[config.mk]
export PLATFORM = sky130hd
export DESIGN_NAME = cond_nullify_unit_flat
export DESIGN_NICKNAME = d
export VERILOG_FILES = /design/src/rtl/cond_nullify_unit_if.sv /design/src/rtl/cond_nullify_unit.sv /design/src/flat_wrapper.sv
export SDC_FILE = /design/constraint.sdc
export NUM_CORES = 1
export LEC_CHECK = 0
export ABC_AREA = 1
export CAP_MARGIN = 30
export CORE_UTILIZATION = 42
export CTS_CLUSTER_DIAMETER = 30
export DETAILED_ROUTE_END_ITERATION = 8
export MAX_ROUTING_LAYER = met4
export PLACE_DENSITY = 0.74
export SLEW_MARGIN = 10
export SYNTH_ARGS = -nofsm -noshare
export SYNTH_HDL_FRONTEND = slang
export SYNTH_SLANG_ARGS = --single-unit
[constraint.sdc]
create_clock -name clk -period 1.6 [get_ports clk]
set_input_delay 0.16 -clock clk [delete_from_list [all_inputs] [get_ports clk]]
set_output_delay 0.16 -clock clk [all_outputs]
set_load 0.02 [all_outputs]
[src/rtl/cond_nullify_unit_if.sv]
// ALU result/flag interface between the EX-stage producer and the condition/nullify unit.
// master drives ALU flags and EX control; slave returns the condition and nullify status.
interface cond_nullify_unit_if #(
  parameter int CNT_W = 16
);
  logic             alu_valid;
  logic [3:0]       alu_flags;
  logic             alu_lsb;
  logic             update_cc;
  logic             eval_en;
  logic             use_live;
  logic [2:0]       cond;
  logic             cond_neg;
  logic             nullify_req;
  logic             next_accept;
  logic             flush;
  logic [3:0]       cc_reg;
  logic             cond_true;
  logic             result_valid;
  logic             nullify_next;
  logic [CNT_W-1:0] null_count;

  modport master (
    output alu_valid, alu_flags, alu_lsb, update_cc, eval_en, use_live,
           cond, cond_neg, nullify_req, next_accept, flush,
    input  cc_reg, cond_true, result_valid, nullify_next, null_count
  );

  modport slave (
    input  alu_valid, alu_flags, alu_lsb, update_cc, eval_en, use_live,
           cond, cond_neg, nullify_req, next_accept, flush,
    output cc_reg, cond_true, result_valid, nullify_next, null_count
  );
endinterface

[src/rtl/cond_nullify_unit.sv]
// EX-stage condition-code register, PA-RISC condition evaluator and nullify FSM.
// state | meaning: IDLE = no pending kill; ARMED = next accepted instruction is nullified.
module cond_nullify_unit #(
  parameter int CNT_W = 16
) (
  input logic               clk,
  input logic               reset,
  cond_nullify_unit_if.slave bus
);

  typedef enum logic {
    IDLE  = 1'b0,
    ARMED = 1'b1
  } state_e;

  state_e           state_q, state_d;
  logic [3:0]       cc_q, cc_d;
  logic             lsb_q, lsb_d;
  logic             cond_q, cond_d;
  logic             rv_q, rv_d;
  logic [CNT_W-1:0] cnt_q, cnt_d;

  logic [3:0] f_sel;
  logic       l_sel;
  logic       dec;
  logic       result;
  logic       eval_acc;
  logic       cc_we;
  logic       null_w;

  // Flag order is {Z,N,C,V}.
  always_comb begin
    f_sel = bus.use_live ? bus.alu_flags : cc_q;
    l_sel = bus.use_live ? bus.alu_lsb   : lsb_q;
    dec   = 1'b0;
    unique case (bus.cond)
      3'b000: dec = 1'b0;
      3'b001: dec = f_sel[3];
      3'b010: dec = f_sel[2] ^ f_sel[0];
      3'b011: dec = f_sel[3] | (f_sel[2] ^ f_sel[0]);
      3'b100: dec = f_sel[1];
      3'b101: dec = f_sel[1] | f_sel[3];
      3'b110: dec = f_sel[0];
      3'b111: dec = l_sel;
      default: dec = 1'b0;
    endcase
    result = dec ^ bus.cond_neg;
  end

  // While ARMED the EX instruction is the one being killed, so its eval/update are dropped.
  always_comb begin
    eval_acc = bus.eval_en & (state_q == IDLE) & ~bus.flush;
    cc_we    = bus.alu_valid & bus.update_cc & (state_q == IDLE) & ~bus.flush;
    null_w   = (state_q == ARMED) & bus.next_accept & ~bus.flush;

    state_d = state_q;
    cc_d    = cc_q;
    lsb_d   = lsb_q;
    cond_d  = cond_q;
    rv_d    = 1'b0;
    cnt_d   = cnt_q;

    if (cc_we) begin
      cc_d  = bus.alu_flags;
      lsb_d = bus.alu_lsb;
    end

    if (eval_acc) begin
      cond_d = result;
      rv_d   = 1'b1;
    end

    if (null_w && !(&cnt_q)) begin
      cnt_d = cnt_q + CNT_W'(1);
    end

    unique case (state_q)
      IDLE:    if (eval_acc && bus.nullify_req && result) state_d = ARMED;
      ARMED:   if (bus.next_accept) state_d = IDLE;
      default: state_d = IDLE;
    endcase

    if (bus.flush) begin
      state_d = IDLE;
    end
  end

  always_ff @(posedge clk) begin
    if (reset) begin
      state_q <= IDLE;
      cc_q    <= '0;
      lsb_q   <= 1'b0;
      cond_q  <= 1'b0;
      rv_q    <= 1'b0;
      cnt_q   <= '0;
    end else begin
      state_q <= state_d;
      cc_q    <= cc_d;
      lsb_q   <= lsb_d;
      cond_q  <= cond_d;
      rv_q    <= rv_d;
      cnt_q   <= cnt_d;
    end
  end

  assign bus.cc_reg       = cc_q;
  assign bus.cond_true    = cond_q;
  assign bus.result_valid = rv_q;
  assign bus.nullify_next = null_w;
  assign bus.null_count   = cnt_q;

endmodule

[src/flat_wrapper.sv]
// flat-port wrapper written by rule: the top's interface ports become plain ports
module cond_nullify_unit_flat 
#(
  parameter int CNT_W = 16
)
  (clk, reset, bus_alu_valid, bus_alu_flags, bus_alu_lsb, bus_update_cc, bus_eval_en, bus_use_live, bus_cond, bus_cond_neg, bus_nullify_req, bus_next_accept, bus_flush, bus_cc_reg, bus_cond_true, bus_result_valid, bus_nullify_next, bus_null_count);
  cond_nullify_unit_if #(.CNT_W(CNT_W)) bus_i ();
  input logic clk;
  input logic reset;
  input wire logic [$bits(bus_i.alu_valid)-1:0] bus_alu_valid;
  input wire logic [$bits(bus_i.alu_flags)-1:0] bus_alu_flags;
  input wire logic [$bits(bus_i.alu_lsb)-1:0] bus_alu_lsb;
  input wire logic [$bits(bus_i.update_cc)-1:0] bus_update_cc;
  input wire logic [$bits(bus_i.eval_en)-1:0] bus_eval_en;
  input wire logic [$bits(bus_i.use_live)-1:0] bus_use_live;
  input wire logic [$bits(bus_i.cond)-1:0] bus_cond;
  input wire logic [$bits(bus_i.cond_neg)-1:0] bus_cond_neg;
  input wire logic [$bits(bus_i.nullify_req)-1:0] bus_nullify_req;
  input wire logic [$bits(bus_i.next_accept)-1:0] bus_next_accept;
  input wire logic [$bits(bus_i.flush)-1:0] bus_flush;
  output wire logic [$bits(bus_i.cc_reg)-1:0] bus_cc_reg;
  output wire logic [$bits(bus_i.cond_true)-1:0] bus_cond_true;
  output wire logic [$bits(bus_i.result_valid)-1:0] bus_result_valid;
  output wire logic [$bits(bus_i.nullify_next)-1:0] bus_nullify_next;
  output wire logic [$bits(bus_i.null_count)-1:0] bus_null_count;
  assign bus_i.alu_valid = bus_alu_valid;
  assign bus_i.alu_flags = bus_alu_flags;
  assign bus_i.alu_lsb = bus_alu_lsb;
  assign bus_i.update_cc = bus_update_cc;
  assign bus_i.eval_en = bus_eval_en;
  assign bus_i.use_live = bus_use_live;
  assign bus_i.cond = bus_cond;
  assign bus_i.cond_neg = bus_cond_neg;
  assign bus_i.nullify_req = bus_nullify_req;
  assign bus_i.next_accept = bus_next_accept;
  assign bus_i.flush = bus_flush;
  assign bus_cc_reg = bus_i.cc_reg;
  assign bus_cond_true = bus_i.cond_true;
  assign bus_result_valid = bus_i.result_valid;
  assign bus_nullify_next = bus_i.nullify_next;
  assign bus_null_count = bus_i.null_count;
  cond_nullify_unit #(.CNT_W(CNT_W)) u_core (.clk(clk), .reset(reset), .bus(bus_i));
endmodule
[Word-level counts from Yosys, hierarchy flattened]
Index checks and enable logic that the tools add are counted.
Storage, ports and cells
  input bits: 18
  output and inout port bits: 23
  word-level logic and storage cells: 41
  flip-flop bits (word level): 24
Operators by class
  reduce and logical (&&, ||, !) cells: 7
  add/subtract/negate cells: 1
  bitwise gates (word level): 13
  mux-type cells: 7
  eq/ne operators: 7
Operators with widths (number)
  adder 16 x 1 -> 16 bit, second input constant: 1
  AND reduction 16 bit: 1
  == test 3 bit, second input constant: 4
  case mux 1 bit (8 select lines): 1
  AND 1 bit: 7
  == test 3 x 2 -> 1 bit, second input constant: 2
  two-way mux 1 bit: 4
  two-way mux 4 bit: 1
  == test 3 x 1 -> 1 bit, second input constant: 1
  logical AND 1 bit: 3
  zero test 3 bit: 1
  NOT 1 bit: 2
  bitwise OR 1 bit: 2
  case mux 1 bit (2 select lines): 1
  OR reduction 2 bit: 1
  XOR 1 bit: 2
  zero test 1 bit: 1

[Logic depth before layout (Yosys ltp)]
Gate-level depths: netlist of the first run.
  word-level depth: 8
  gate-level depth with buffers: 13
  gate-level depth less buffers: 12

[Least setup slack after synthesis of the first run]
OpenSTA, ideal clock, no wires.
  path kind: register to register
  from: register u_core.cnt_q[0], in the netlist u_core.bus.null_count[0]
  to: register u_core.cnt_q[4], in the netlist u_core.bus.null_count[4]
  path buffers: 1
  data arrival time: 1.598 ns
  clock period less this slack: 1.713 ns
  setup slack: -0.113 ns
  library setup time: 0.115 ns
  stages on the path, launching flop included: 11
  data required time: 1.485 ns
  path through: dfxtp_1 -> ha_1 -> nand3_1 -> nor2_2 -> nand3_2 -> nand2_4 -> inv_4 -> buf_6 -> nand3_2 -> nor2_1 -> o21a_1
Between the ends
  longest elaborated chain between the ends: 3
  elaborated cells between the ends (all ways): 4
  those cells by class: add/sub (1); reduce/logical (3)
Ends and longest elaborated chain
  from (decl): line cond_nullify_unit.sv:21  | logic [CNT_W-1:0] cnt_q, cnt_d;
  from (signal assigned): line cond_nullify_unit.sv:102  | cnt_q <= cnt_d;
  parallel branches: the longest is 3 deep, another holds adder 16 x 1 -> 16 bit
Parallel ways; which one is timed is not known.
A chain may end at the register's enable or synchronous reset.

[Worst setup path after layout of the first run]
  from: register u_core.cnt_q[0], in the netlist u_core.bus.null_count[0]
  to: register u_core.cnt_q[13], in the netlist u_core.bus.null_count[13]
The elaborated chain is that of the path after synthesis.

==> results of run 1 <==
critical path: stages, from the launching register on:
cell     delay, ns
dfxtp_4       0.39
buf_4         0.12
nand3_2       0.08
nor2_2        0.16
inv_2         0.09
nor3_4        0.18
nand2_1       0.09
nor3_2        0.19
nand2_1       0.08
nand2_2       0.06
a21oi_2       0.03
routing by layer:
layer,vias to the layer above,routed length (um)
li1,813,-
met1,710,1550
met2,44,1840
met3,2,110
met4,0,29
met5,-,0
metrics by stage:
step	std cells	total power, mW	hold slack, ns	TNS [ns]
floorplan	215	0.712	0.317	0
global placement	315	0.795	0.456	-0.258
detailed placement	315	0.797	0.462	-0.351
CTS	319	1.08	0.457	-0.0257
global route	324	1.12	0.478	-0.448
finish	324	1.07	0.467	0
power groups by stage:
stage               logic, mW  clock network [mW]  registers [mW]
finish                  0.174               0.285           0.610
global route            0.194               0.317           0.611
CTS                     0.173               0.291           0.612
detailed placement      0.173                   0           0.625
global placement        0.170                   0           0.625
floorplan              0.0780                   0           0.634
cell families (layout without fill, tap and decap cells):
family	Yosys count	after routing	share of synthesized area
AND/OR/NAND/NOR	115	115	0.391
adder cells (fa/ha/maj)	1	1	0.00894
buffers and inverters	39	104	0.118
flip-flops	24	24	0.343
XOR/XNOR	3	3	0.0188
AO/OA/AOI/OAI	33	33	0.121
final cells by class:
type	instances	area, um2
Sequential cell	24	494
Multi-Input combinational cell	152	846
Timing Repair Buffer	65	609
Clock buffer	4	26.3
Inverter	35	134
Fill cell	270	938
Tap cell	44	55.1
synthesized netlist by cell type:
master    number  area share
nand2_1       64        0.17
inv_1         32       0.086
dfxtp_1       24        0.34
a21oi_1       18       0.064
nor2_1        16       0.043
o21ai_0       12       0.043
nand3_1        9       0.032
nor3_1         5       0.018
nand3b_1       4       0.021
nand4_1        4       0.018
nor2_2         3       0.013
nor3_2         3       0.021
xor2_1         3       0.019
buf_6          2       0.016
inv_2          2      0.0054
nand3_2        2       0.014
a31oi_1        1      0.0045
buf_2          1      0.0036
clkbuf_1       1      0.0027
ha_1           1      0.0089
inv_4          1      0.0045
nand2_4        1      0.0080
nor3_4         1       0.012
nor3b_2        1      0.0089
nor4_1         1      0.0045
o21a_1         1      0.0054
o21ai_1        1      0.0036
or2_2          1      0.0045
worst min path at each step:
stage                                              end                      start  slack [ns]
floorplan                    u_core.state_q$_SDFF_PP0_                  bus_flush        0.32
global placement             u_core.lsb_q$_SDFFE_PP0P_  u_core.lsb_q$_SDFFE_PP0P_        0.46
detailed placement           u_core.lsb_q$_SDFFE_PP0P_  u_core.lsb_q$_SDFFE_PP0P_        0.46
CTS                 u_core.bus.result_valid$_SDFF_PP0_                bus_eval_en        0.46
global route        u_core.bus.result_valid$_SDFF_PP0_                bus_eval_en        0.48
finish              u_core.bus.result_valid$_SDFF_PP0_                bus_eval_en        0.47
timing repair:
item,in CTS,in global routing
endpoints found under the hold margin,0,0
endpoints found under the setup margin,3,15
hold buffers,0,0
pin swaps,1,9
buffers inserted,0,5
gates resized for setup,2,36
==> impl_metrics.toml, run 1 <==
[detailed_routing]
routedWlPerCell_um = 10.9
first_iter_violations = 47
vias_per_cell = 4.84
antenna_left = 0
dr.pass1.iters = 4
drcViolationCount = 0
drt-total-wl_mm = 3.53
vias = 1569

[logic_synthesis]
synthCells = 215
ys_seq_area_frac = 0.343
synth_cell_types = 28
ys_ff_latch = 24
syn_area_um2 = 1400
synth_nets = 234
synth_warnings = 0
syn_area_per_cell_um2 = 6.51

[worst_setup_path]
worst-setup-path-type = "reg -> reg"
cp-endpoint = "u_core.bus.null_count[13]$_SDFFE_PP0P_"
r2r-end = "u_core.bus.null_count[13]$_SDFFE_PP0P_"
reg2reg_from = "u_core.bus.null_count[0]$_SDFFE_PP0P_"
critPathArrivalTime_ns = 1.80
end_kind = "flip-flop"
r2r_setup_slack_ns = 0.02
r2r_cells = 10
path_max_fanout = 4
start_kind = "flip-flop"
worstPathRequired_ns = 1.81
startpoint = "u_core.bus.null_count[0]$_SDFFE_PP0P_"

[power_and_ir_drop]
swShare = 0.261
p_sw_mw = 0.278
clockPowerShare = 0.267
p_per_area_nw_per_um2 = 494
seqPwrFrac = 0.571
power_frac_comb = 0.162
p_int_mw = 0.790
ir_drop_mv = 0.303
leakage_nw = 1.02

[die]
core_um2 = 3100
die_h_um = 59.7
rows = 20
io_pins = 41
start_util = 0.451
die_area_um2 = 3570
die_w_um = 59.7

[global_routing]
grt_pass1_wl_mm = 5.49
grt_start_max_net_pins = 17
use_met3 = 0.0152
grt_util_all_layers = 0.205
antenna_found_initial = 0
globalRouteMet2Util = 0.356
grt_overflow = 0
grt_pass1_vias = 1422
grt_util_met1 = 0.247
grt-busiest-layer = "met2"

[finish]
fin_area_um2 = 2160
final_cell_mix = "59 x nand2_1, 33 x clkdlybuf4s50_1, 29 x inv_1"
num_antenna_cells = 0
layout.nets = 300
final_core_util = 0.698
drive_above_1_share = 0.239
largest_reg_flops = 16
syn_to_final_growth_pct = 54.6
mostFrequentLayoutCell = "nand2_1"

[sta]
hold_violations = 0
fmax_ghz = 0.631
tightest_slew_ns = 0.291
setup_violations = 0
period_minus_slack_ns = 1.58
fin_crit_sh = 0.990
drv_slew = 0
slew_headroom = 0.805
setup_slack_ns = 0.0155
rsz0062_at_grt = "true"
finClkSkew_ns = 0.0210

[min_path]
hold_depth = 3
hp-class = "in -> reg"

[clock_tree]
clkTransAtPathRegs_ns = 0.15
cts.sinks = 24
clockRootBuffer = "clkbuf_4"
cts_buffers = 3
clock_latency_ns = 0.32
cts_tree = "done"
htreeDepth = 1
cts_buffer_depth = 2

[place]
routabilityCongestion = 0.859
dp_hpwl_mm = 2.54
dpl_cell_area_um2 = 1980
dp_slack_ns = -0.142
port_buffers = 40

[run_status]
status = "finished clean"

[flow_run]
max-cap-violations = 0
(Power assumes the default switching activity.)
==> run 2: changes to the inputs <==
Settings changed: PLACE_DENSITY 0.74 to default, PLACE_DENSITY_LB_ADDON from default to 0.3.
==> impl_metrics.toml, run 2 (same netlist as run 1, synthesis figures left out) <==
[run_status]
status = "finished clean"

[sta]
period_minus_slack_ns = 1.51
setup_violations = 0
drv_slew = 0
fin_crit_sh = 0.946
slew_headroom = 0.772
rsz0062_at_grt = "true"
fin_tns_setup_ns = 0
hold_violations = 0
fmax_ghz = 0.661
whs_ns = 0.436
tightest_slew_ns = 0.340
finClkSkew_ns = 0.00169

[finish]
drive_above_1_share = 0.200
layout.nets = 295
final_cell_mix = "61 x nand2_1, 31 x inv_1, 30 x clkdlybuf4s50_1"
largest_reg_flops = 16
mostFrequentLayoutCell = "nand2_1"
num_antenna_cells = 0
syn_to_final_growth_pct = 49.2
fin_area_um2 = 2090

[clock_tree]
cts-hold-fix-buffers = 0
cts_tree = "done"
cts_buffers = 3
cts.sinks = 24
htreeDepth = 1
cts_buffer_depth = 2
clockRootBuffer = "clkbuf_4"
clock_latency_ns = 0.32
clkTransAtPathRegs_ns = 0.14

[detailed_routing]
routedWlPerCell_um = 10.5
vias_per_cell = 4.67
dr.pass1.iters = 4
vias = 1491
drcViolationCount = 0
antenna_left = 0
first_iter_violations = 45
drt-total-wl_mm = 3.35

[worst_setup_path]
crit_path_cell_trace = "clkdlybuf4s50_1"
end_kind = "output port"
path_max_fanout = 6
worst-setup-path-type = "reg -> out"
critPathTopFamily = "buffers and inverters"
critPathArrivalTime_ns = 1.35
crit_buf_inv = 1
start_kind = "flip-flop"
worstPathRequired_ns = 1.44
crit_path_top_delay_cell = "clkdlybuf4s50_1"
critical_path.max_stage_delay_ns = 0.62

[min_path]
hp-class = "in -> reg"

[flow_run]
max-cap-violations = 0

[power_and_ir_drop]
p_sw_mw = 0.281
swShare = 0.252
clockPowerShare = 0.297
ir_drop_mv = 0.289
seqPwrFrac = 0.549
p_per_area_nw_per_um2 = 533
p_int_mw = 0.833
leakage_nw = 0.981
power_frac_comb = 0.154

[place]
dp_hpwl_mm = 2.52
routabilityCongestion = 0.896
port_buffers = 40
dpl_cell_area_um2 = 1970

[die]
die_area_um2 = 3570
die_w_um = 59.7
core_um2 = 3100
start_util = 0.451
die_h_um = 59.7
rows = 20
io_pins = 41

[global_routing]
grt_util_all_layers = 0.211
grt_pass1_wl_mm = 5.53
grt_overflow = 0
antenna_found_initial = 0
grt_start_max_net_pins = 17
grt_pass1_vias = 1298
-- run 2: per-stage QoR --
stage | instances | power (mW) | utilization | setup WS (ns)
finish | 319 | 1.11 | 0.673 | 0.0868
global route | 319 | 1.17 | 0.673 | -0.0343
CTS | 317 | 1.13 | 0.644 | 0.0112
detailed placement | 313 | 0.796 | 0.634 | -0.121
global placement | 313 | 0.794 | 0.634 | -0.0677
floorplan | 215 | 0.712 | - | 0.00380
-- run 2: repair_timing --
action,CTS,global route
setup endpoints to repair,4,14
buffers inserted,0,2
resized for setup,3,23
pin swaps,1,4
-- run 2: layout make-up --
cell class,count,area (um2)
fill,284,1010
multi-input combinational,152,811
timing repair buffer,60,564
sequential,24,489
inverter,35,134
tap,44,55.1
clock buffer,4,36.3
-- run 2: power groups by stage --
stage          clock network (mW)  registers, mW  logic, mW
3_3_place_gp                    0          0.625      0.170
5_1_grt                     0.369          0.613      0.192
4_1_cts                     0.343          0.612      0.171
3_5_place_dp                    0          0.625      0.171
6_report                    0.331          0.612      0.171
2_1_floorplan                   0          0.634     0.0780
-- run 2: path summary, 6_finish.rpt --
path | start | end | slack, ns | cells after the start
worst max-delay path | u_core.bus.null_count[8]$_SDFFE_PP0P_ | bus_null_count[8] | 0.09 | 1
worst min-delay path | bus_eval_en | u_core.bus.result_valid$_SDFF_PP0_ | 0.44 | 3
worst max register to register | u_core.bus.null_count[0]$_SDFFE_PP0P_ | u_core.bus.null_count[10]$_SDFFE_PP0P_ | 0.10 | 11
worst min register to register | u_core.lsb_q$_SDFFE_PP0P_ | u_core.lsb_q$_SDFFE_PP0P_ | 0.48 | 2
-- run 2: per-layer routing --
layer  global-route usage  routed length [um]  share of wire  up-vias
met5                    -                   0              0        -
met4               0.0731                  44          0.013        0
met3               0.0368                 118          0.035        6
met2                0.340                1660           0.50       34
met1                0.266                1520           0.45      652
li1                     -                   -              -      799
